<file path="config.mk">
export PLATFORM = sky130hd
export DESIGN_NAME = eth_rx_port_arb
export DESIGN_NICKNAME = d
export VERILOG_FILES = /design/src/rtl/eth_rx_pkg.sv /design/src/rtl/eth_rx_port_arb_rr_pick.sv /design/src/rtl/eth_rx_port_arb.sv
export SDC_FILE = /design/constraint.sdc
export NUM_CORES = 1
export LEC_CHECK = 0
export ABC_CLOCK_PERIOD_IN_PS = 4700
export BUFFER_PORTS_ARGS = -buffer_cell sky130_fd_sc_hd__clkbuf_2
export CORE_MARGIN = 2
export CORE_UTILIZATION = 45
export DETAILED_ROUTE_END_ITERATION = 8
export PLACE_DENSITY = 0.9
export SLEW_MARGIN = 5
export SYNTH_ARGS = -nofsm -noshare
export SYNTH_HDL_FRONTEND = slang
export SYNTH_HIERARCHICAL = 1
export SYNTH_SLANG_ARGS = --single-unit
</file>
<file path="constraint.sdc">
create_clock -name clk -period 4.7 [get_ports clk]
set_input_delay 0.94 -clock clk [delete_from_list [all_inputs] [get_ports clk]]
set_output_delay 0.94 -clock clk [all_outputs]
set_load 0.02 [all_outputs]
</file>
<file path="src/rtl/eth_rx_pkg.sv">
// Shared types for the Ethernet receiver port arbiter.
package eth_rx_pkg;

  typedef enum logic [1:0] {
    IDLE   = 2'd0,
    START  = 2'd1,
    STREAM = 2'd2,
    FLUSH  = 2'd3
  } arb_state_t;

  typedef logic [7:0] byte_t;

  localparam int unsigned CNT_W = 16;

endpackage

</file>
<file path="src/rtl/eth_rx_port_arb_rr_pick.sv">
// Round-robin winner selection: searches req starting one past last_winner.
module rr_pick #(
  parameter  int unsigned NUM_PORTS = 4,
  localparam int unsigned AW        = $clog2(NUM_PORTS)
) (
  input  logic [NUM_PORTS-1:0] req,
  input  logic [AW-1:0]        last_winner,
  output logic [AW-1:0]        winner,
  output logic                 any
);

  // Offset 1 is checked first, so last_winner itself ranks lowest.
  always_comb begin
    logic [AW-1:0] idx;
    winner = last_winner;
    any    = 1'b0;
    idx    = '0;
    for (int unsigned i = 1; i <= NUM_PORTS; i++) begin
      idx = AW'((32'(last_winner) + i) % NUM_PORTS);
      if (!any && req[idx]) begin
        winner = idx;
        any    = 1'b1;
      end
    end
  end

endmodule

</file>
<file path="src/rtl/eth_rx_port_arb.sv">
// Shares one Ethernet byte-stream receiver among NUM_PORTS ingress ports.
// Optional frame watchdog enabled by defining ETH_RX_ARB_WATCHDOG_EN.
module eth_rx_port_arb
  import eth_rx_pkg::*;
#(
  parameter  int unsigned NUM_PORTS      = 4,
  parameter  int unsigned TIMEOUT_CYCLES = 2048,
  localparam int unsigned AW             = $clog2(NUM_PORTS)
) (
  input  logic                      clk,
  input  logic                      rst,
  input  logic [NUM_PORTS-1:0]      req,
  input  logic [NUM_PORTS-1:0][7:0] port_data,
  output logic [NUM_PORTS-1:0]      gnt,
  output logic                      rx_start,
  output byte_t                     rx_data,
  input  logic                      rx_ready,
  output logic                      rx_flush,
  output logic [AW-1:0]             active_port,
  output logic                      busy,
  output logic                      frame_done,
  output logic                      timeout_err
);

  if (NUM_PORTS < 2 || NUM_PORTS > 16) begin : g_bad_ports
    $error("eth_rx_port_arb: NUM_PORTS must be 2..16");
  end
  if (TIMEOUT_CYCLES == 0 || TIMEOUT_CYCLES > 65536) begin : g_bad_timeout
    $error("eth_rx_port_arb: TIMEOUT_CYCLES must be 1..65536");
  end

  arb_state_t           state_q, state_d;
  logic [AW-1:0]        active_q, active_d;
  logic [AW-1:0]        last_q, last_d;
  logic [NUM_PORTS-1:0] gnt_d;
  logic                 rx_start_d, busy_d, frame_done_d;
  logic [AW-1:0]        pick_winner;
  logic                 pick_any;

`ifdef ETH_RX_ARB_WATCHDOG_EN
  localparam logic [CNT_W-1:0] CNT_LIMIT = CNT_W'(TIMEOUT_CYCLES - 1);
  logic [CNT_W-1:0] cnt_q, cnt_d;
  logic             rx_flush_d, timeout_err_d;
`endif

  rr_pick #(.NUM_PORTS(NUM_PORTS)) u_rr_pick (
    .req         (req),
    .last_winner (last_q),
    .winner      (pick_winner),
    .any         (pick_any)
  );

  // Next state plus next values of every registered output.
  always_comb begin
    state_d      = state_q;
    active_d     = active_q;
    last_d       = last_q;
    rx_start_d   = 1'b0;
    frame_done_d = 1'b0;
`ifdef ETH_RX_ARB_WATCHDOG_EN
    cnt_d         = cnt_q;
    rx_flush_d    = 1'b0;
    timeout_err_d = 1'b0;
`endif
    case (state_q)
      IDLE: begin
        if (rx_ready && pick_any) begin
          active_d   = pick_winner;
          rx_start_d = 1'b1;
          state_d    = START;
`ifdef ETH_RX_ARB_WATCHDOG_EN
          cnt_d = '0;
`endif
        end
      end
      START: state_d = STREAM;
      STREAM: begin
        if (rx_ready) begin
          state_d      = IDLE;
          last_d       = active_q;
          frame_done_d = 1'b1;
        end
`ifdef ETH_RX_ARB_WATCHDOG_EN
        else if (cnt_q >= CNT_LIMIT) begin
          state_d       = FLUSH;
          rx_flush_d    = 1'b1;
          timeout_err_d = 1'b1;
        end else if (cnt_q != '1) begin
          cnt_d = cnt_q + CNT_W'(1);
        end
`endif
      end
`ifdef ETH_RX_ARB_WATCHDOG_EN
      FLUSH: begin
        state_d = IDLE;
        last_d  = active_q;
      end
`endif
      default: state_d = IDLE;
    endcase

    busy_d = (state_d != IDLE);
    gnt_d  = (state_d == START || state_d == STREAM) ? (NUM_PORTS'(1) << active_d) : '0;
  end

  always_ff @(posedge clk) begin
    if (rst) begin
      state_q     <= IDLE;
      active_q    <= '0;
      last_q      <= AW'(NUM_PORTS - 1);
      gnt         <= '0;
      rx_start    <= 1'b0;
      busy        <= 1'b0;
      frame_done  <= 1'b0;
    end else begin
      state_q     <= state_d;
      active_q    <= active_d;
      last_q      <= last_d;
      gnt         <= gnt_d;
      rx_start    <= rx_start_d;
      busy        <= busy_d;
      frame_done  <= frame_done_d;
    end
  end

`ifdef ETH_RX_ARB_WATCHDOG_EN
  always_ff @(posedge clk) begin
    if (rst) begin
      cnt_q       <= '0;
      rx_flush    <= 1'b0;
      timeout_err <= 1'b0;
    end else begin
      cnt_q       <= cnt_d;
      rx_flush    <= rx_flush_d;
      timeout_err <= timeout_err_d;
    end
  end
`else
  assign rx_flush    = 1'b0;
  assign timeout_err = 1'b0;
`endif

  assign active_port = active_q;
  // Byte mux is selected purely by registered state; port_data is a data path.
  assign rx_data = (state_q == STREAM) ? port_data[active_q] : 8'h00;

endmodule

</file>
### Word level (Yosys, flattened, before mapping)

Cells that the tools add are included.

| operators by class | value |
|---|---|
| add/sub/neg operators | 4 |
| $lt $le $gt $ge | 5 |
| eq/ne operators | 4 |
| shifts and indexed selects | 1 |
| muxes and demuxes | 26 |
| bitwise operators | 3 |
| reductions and logical operators | 14 |

Operators by type and width:

| cell | count |
|---|---|
| binary-select mux 8 bit (select 2 bit) | 1 |
| two-way mux 2 bit | 8 |
| two-way mux 8 bit | 2 |
| less-than comparator 2 x 3 -> 1 bit, second input constant | 5 |
| two-way mux 1 bit | 10 |
| binary-select mux 1 bit (select 2 bit) | 4 |
| one-hot mux 2 bit (3 select lines) | 1 |
| OR reduction 2 bit | 3 |
| adder 2 x 1 -> 2 bit, second input constant | 2 |
| adder 2 bit, second input constant | 2 |
| equality test 2 x 1 -> 1 bit, second input constant | 2 |
| equality test 2 bit, second input constant | 2 |
| logical AND 1 bit | 4 |
| left shift 1 x 2 -> 4 bit, first input constant | 1 |
| zero test 1 bit | 3 |
| inverter 1 bit | 3 |
| zero test 2 bit | 1 |
| AND reduction 2 bit | 1 |
| nonzero test 2 bit | 1 |
| logical OR 1 bit | 1 |

| word-level totals | value |
|---|---|
| register bits | 13 |
| word-level logic and storage cells | 64 |

### Longest topological paths before layout

| logic depth | value |
|---|---|
| word-level depth | 20 |
| mapped depth | 7 |
| mapped depth without buffers | 6 |

### Hierarchy

The synthesis kept the hierarchy.

Modules (own cells, without submodules):

| module | instances | cells an instance | area each (um2) | seq. area each (um2) |
|---|---|---|---|---|
| eth_rx_port_arb | 1 | 84 | 818.3 | 260.2 |
| rr_pick | 1 | 14 | 82.6 | 0.0 |

### Worst setup path after synthesis

Ideal clock, no wire load.

| timing path | value |
|---|---|
| path kind | input port to flip-flop |
| start | in req[3] |
| end | reg gnt[0] |
| library setup time | 0.123 ns |
| arrival time | 2.502 ns |
| path slack | 2.075 ns |
| stages | 7 |
| buffers on the path | 1 |
| cell sequence | or4_1 -> nor4bb_1 -> buf_4 -> inv_2 -> ha_1 -> nor4b_1 -> mux2_1 |

| between the ends | value |
|---|---|
| word-level cells in the longest chain between the ends | 19 |
| elaborated cells between the ends (all ways) | 33 |

Ends and longest elaborated chain:

| element | line | text |
|---|---|---|
| start: declaration | eth_rx_port_arb.sv:12 | `input logic [NUM_PORTS-1:0] req,` |
| binary-select mux 1 bit (select 2 bit) | eth_rx_port_arb_rr_pick.sv:20 | `if (!any && req[idx]) begin` |
| two-way mux 1 bit (not written as such) | eth_rx_port_arb_rr_pick.sv:20 |  |
| two-way mux 1 bit | eth_rx_port_arb_rr_pick.sv:20 |  |
| zero test 1 bit | eth_rx_port_arb_rr_pick.sv:20 |  |
| logical AND 1 bit | eth_rx_port_arb_rr_pick.sv:20 |  |
| two-way mux 1 bit | eth_rx_port_arb_rr_pick.sv:20 |  |
| zero test 1 bit | eth_rx_port_arb_rr_pick.sv:20 |  |
| logical AND 1 bit | eth_rx_port_arb_rr_pick.sv:20 |  |
| [3 not listed] | - |  |
| two-way mux 1 bit | eth_rx_port_arb_rr_pick.sv:20 |  |
| logical AND 1 bit | eth_rx_port_arb.sv:67 | `if (rx_ready && pick_any) begin` |
| two-way mux 2 bit | eth_rx_port_arb.sv:67 |  |
| one-hot mux 2 bit (3 select lines) | eth_rx_port_arb.sv:65 | `case (state_q)` |
| equality test 2 x 1 -> 1 bit or equality test 2 bit (tied branches) | eth_rx_port_arb.sv:103 | `gnt_d = (state_d == START \|\| state_d == STREAM) ? (NUM_PORTS'(1) << active_d) : '0;` |
| logical OR 1 bit | eth_rx_port_arb.sv:103 |  |
| inverter 1 bit (no source line) | - |  |
| OR reduction 2 bit (no source line) | - |  |
| end signal: assignment | eth_rx_port_arb.sv:119 | `gnt <= gnt_d;` |
| end: declaration | eth_rx_port_arb.sv:14 | `output logic [NUM_PORTS-1:0] gnt,` |

Parallel ways exist; a longest one is shown, timed or not. The select of a mux whose other input is x is not followed.
A chain may end at the register's enable or synchronous reset.

### Worst setup path in the final report

| timing path | value |
|---|---|
| start | reg active_q[0] (netlist: active_port[0]) |
| end | out rx_data[2] |

| between the ends | value |
|---|---|
| word-level cells in the longest chain between the ends | 3 |

Ends and longest elaborated chain:

| element | line | text |
|---|---|---|
| start: declaration | eth_rx_port_arb.sv:33 | `logic [AW-1:0] active_q, active_d;` |
| start signal: assignment | eth_rx_port_arb.sv:117 | `active_q <= active_d;` |
| binary-select mux 8 bit (select 2 bit) | eth_rx_port_arb.sv:145 | `assign rx_data = (state_q == STREAM) ? port_data[active_q] : 8'h00;` |
| two-way mux 8 bit (not written as such) | eth_rx_port_arb.sv:145 |  |
| two-way mux 8 bit | eth_rx_port_arb.sv:145 |  |
| end: declaration | eth_rx_port_arb.sv:16 | `output byte_t rx_data,` |

No other way between the ends. The select of a mux whose other input is x is not followed.

==> flow_summary.toml <==
[worst_setup_path]
reg2reg_to = "gnt[2]$_SDFF_PP0_"
reg2reg_depth = 5
cp.required_ns = 3.76
crit_type = "flip-flop to output port"
worstPathMaxFanout = 23
r2r_slack_ns = 2.78
r2r-start = "state_q[1]$_SDFF_PP0_"
worst_setup_path_end_kind = "output port"
crit_arrival_ns = 1.89
critPathLaunchType = "flip-flop"

[power_and_ir_drop]
ir_worst_vdd_mv = 0.1002
p_leak_nw = 0.5820
power.density_nw_per_um2 = 231.4

[hold_path]
whs_endpoint = "last_q[0]$_SDFFE_PP1P_"
hold_depth = 2
hold_start = "last_q[0]$_SDFFE_PP1P_"
min_path_type = "flip-flop to flip-flop"

[placement]
hpwlAfterDp_um = 1692
globalplace.congestion = 0.7863
place_inst = 174
portBuffers = 55

[final_layout]
seq_area_um2 = 260.3
n_fill_cell = 177
drive_gt1_share_pct = 40.40
insertedDiodeCount = 0
finalNonFillerCells = 178
layout_commonest_cell = "clkbuf_2"
multi_input_area_um2 = 581.8
layout_common_cells = "clkbuf_2, mux2i_1, dfxtp_1"
fin_nets = 192
area_growth_pct = 33.19

[global_route]
grt_overflow_total = 0
grt_max_degree = 24
grtUsageTotal_pct = 17.37
grt_pass1_wl_um = 3401
grt_pass1_vias = 829
antenna_found_initial = 0

[drt]
drc = 0
viasPerCell = 5.135
dr.pass1.iters = 5
routed_wl_um = 2137
vias = 914
routedWlPerCell_um = 12.01
ant_nets = 0
dr.first_iter.drc_count = 5

[synthesis]
synth-warning-count = 6
synth.distinct_cells = 25
syn_area_per_cell_um2 = 9.192
yosysSeqAreaShare_pct = 28.89
syn_inst = 98
syn_area_um2 = 900.9
ys_seq_elements = 13

[floorplan]
rows = 16
fp.dieArea_um2 = 2376
initial_core_util_pct = 46.88
ioPinCount = 58
die_h_um = 48.74
coreArea_um2 = 1922
die_w_um = 48.74

[clocking]
post_cts_buffers = 0
cts_hold_buf = 0
clock_sinks = 13
cts_htree_levels = 1
numCtsBuffers = 3
cts.clk_slew.worst_paths_ns = 0.08
ctsLongestPathBuffers = 2
clk_latency_ns = 0.26
cts_root_buf = "clkbuf_4"
cts-resized-gates = 0
cts_tree = "built"

[sta]
min_period_ns = 2.826
timing.max_slew.rel_slack_pct = 29.00
skew_ns = 0.002115
tightest_slew_ns = 1.064
fin_tns_setup_ns = 0
finalHoldViolCount = 0
setup_viol = 0
finalMaxSlewViolations = 0
fmax_mhz = 353.9
finalCritPeriodShare_pct = 60.12
rsz0062_at_grt = "no"

[status]
status = "completed"

[run]
max-cap-violations = 0
-- power by group --
group | total [W] | switching, W | internal, W
Clock | 0.0000663 | 0.0000335 | 0.0000328
Combinational | 0.0000840 | 0.0000406 | 0.0000434
Sequential | 0.000127 | 0.0000109 | 0.000116
Total | 0.000278 | 0.0000850 | 0.000193
-- synthesized netlist by cell type, drive strengths merged --
master,n,area [um^2]
mux2,3,33.78
nand2b,6,37.54
or3b,2,17.52
nand3b,2,15.01
nor4bb,5,50.05
dfxtp,13,260.3
nand4b,2,17.52
mux2i,22,220.2
buf,8,47.54
conb,1,3.750
or4,1,7.510
nor2b,1,6.260
a221o,1,10.01
nor4b,2,17.52
a21oi,3,15.01
a31oi,1,6.260
o22ai,9,62.56
inv,4,15.01
nor2,9,33.78
nor3,1,5.000
ha,1,12.51
and2,1,6.260
-- routing by layer --
layer	wire length (um)	global-route usage [%]	up-vias
met2	1083	33.33	45
met5	0	0	-
met3	158	2.160	2
met1	878	19.31	403
met4	18	6.190	0
li1	-	-	464
-- how the worst max path moves through the flow --
stage / from / end / slack (ns) / cells past startpoint
after floorplan: req[3] / gnt[0]$_SDFF_PP0_ / 2.07 / 7
after global placement: req[3] / gnt[0]$_SDFF_PP0_ / 1.88 / 8
after detailed placement: req[3] / gnt[2]$_SDFF_PP0_ / 1.83 / 8
after CTS: active_port[0]$_SDFF_PP0_ / rx_data[0] / 1.87 / 3
after global routing: active_port[0]$_SDFF_PP0_ / rx_data[0] / 1.71 / 3
final: active_port[0]$_SDFF_PP0_ / rx_data[2] / 1.87 / 3
-- registers in the layout, summed over array words and instances, names as in the netlist --
name,flops
last_q,2
frame_done,1
rx_start,1
gnt,4
state_q,2
active_port,2
busy,1
-- per-stage QoR --
step                      instance area (um^2)  hold WS (ns)  worst slack (ns)  util, %  total power (W)
final                                     1200        0.5653             1.874    62.43        0.0002776
after detailed placement                  1174        0.5528             1.831    61.07        0.0002141
after global placement                    1174        0.5262             1.876    61.07        0.0002104
after global routing                      1200        0.6011             1.713    62.43        0.0002921
after floorplan                          904.6        0.4985             2.075        -        0.0001842
after CTS                                 1200        0.5644             1.870    62.43        0.0002790
-- area by class of cell --
cell class                      count  area share, %
Multi-Input combinational cell     74          48.49
Timing Repair Buffer               56          23.57
Sequential cell                    13          21.69
Tap cell                           27          2.815
Clock buffer                        4          2.190
Inverter                            4          1.251
-- critical path, stage by stage, from the launching register on --
cell and delay [ns]:
dfxtp_1 1.03, mux2i_1 0.19, o22ai_1 0.20, clkbuf_2 0.19
-- kinds of logic (layout without fill, tap and decap cells) --
kind of cell    after synthesis  in the layout  synth area share [%]
fa+ha+maj                     1              1                 1.389
other cells                   1              2                0.4163
buf+inv                      12             64                 6.943
mux                          25             25                 28.19
flops                        13             13                 28.89
compound gates               14             14                 10.42
simple gates                 32             32                 23.75
Note: power is estimated with default switching activity, not from simulation.
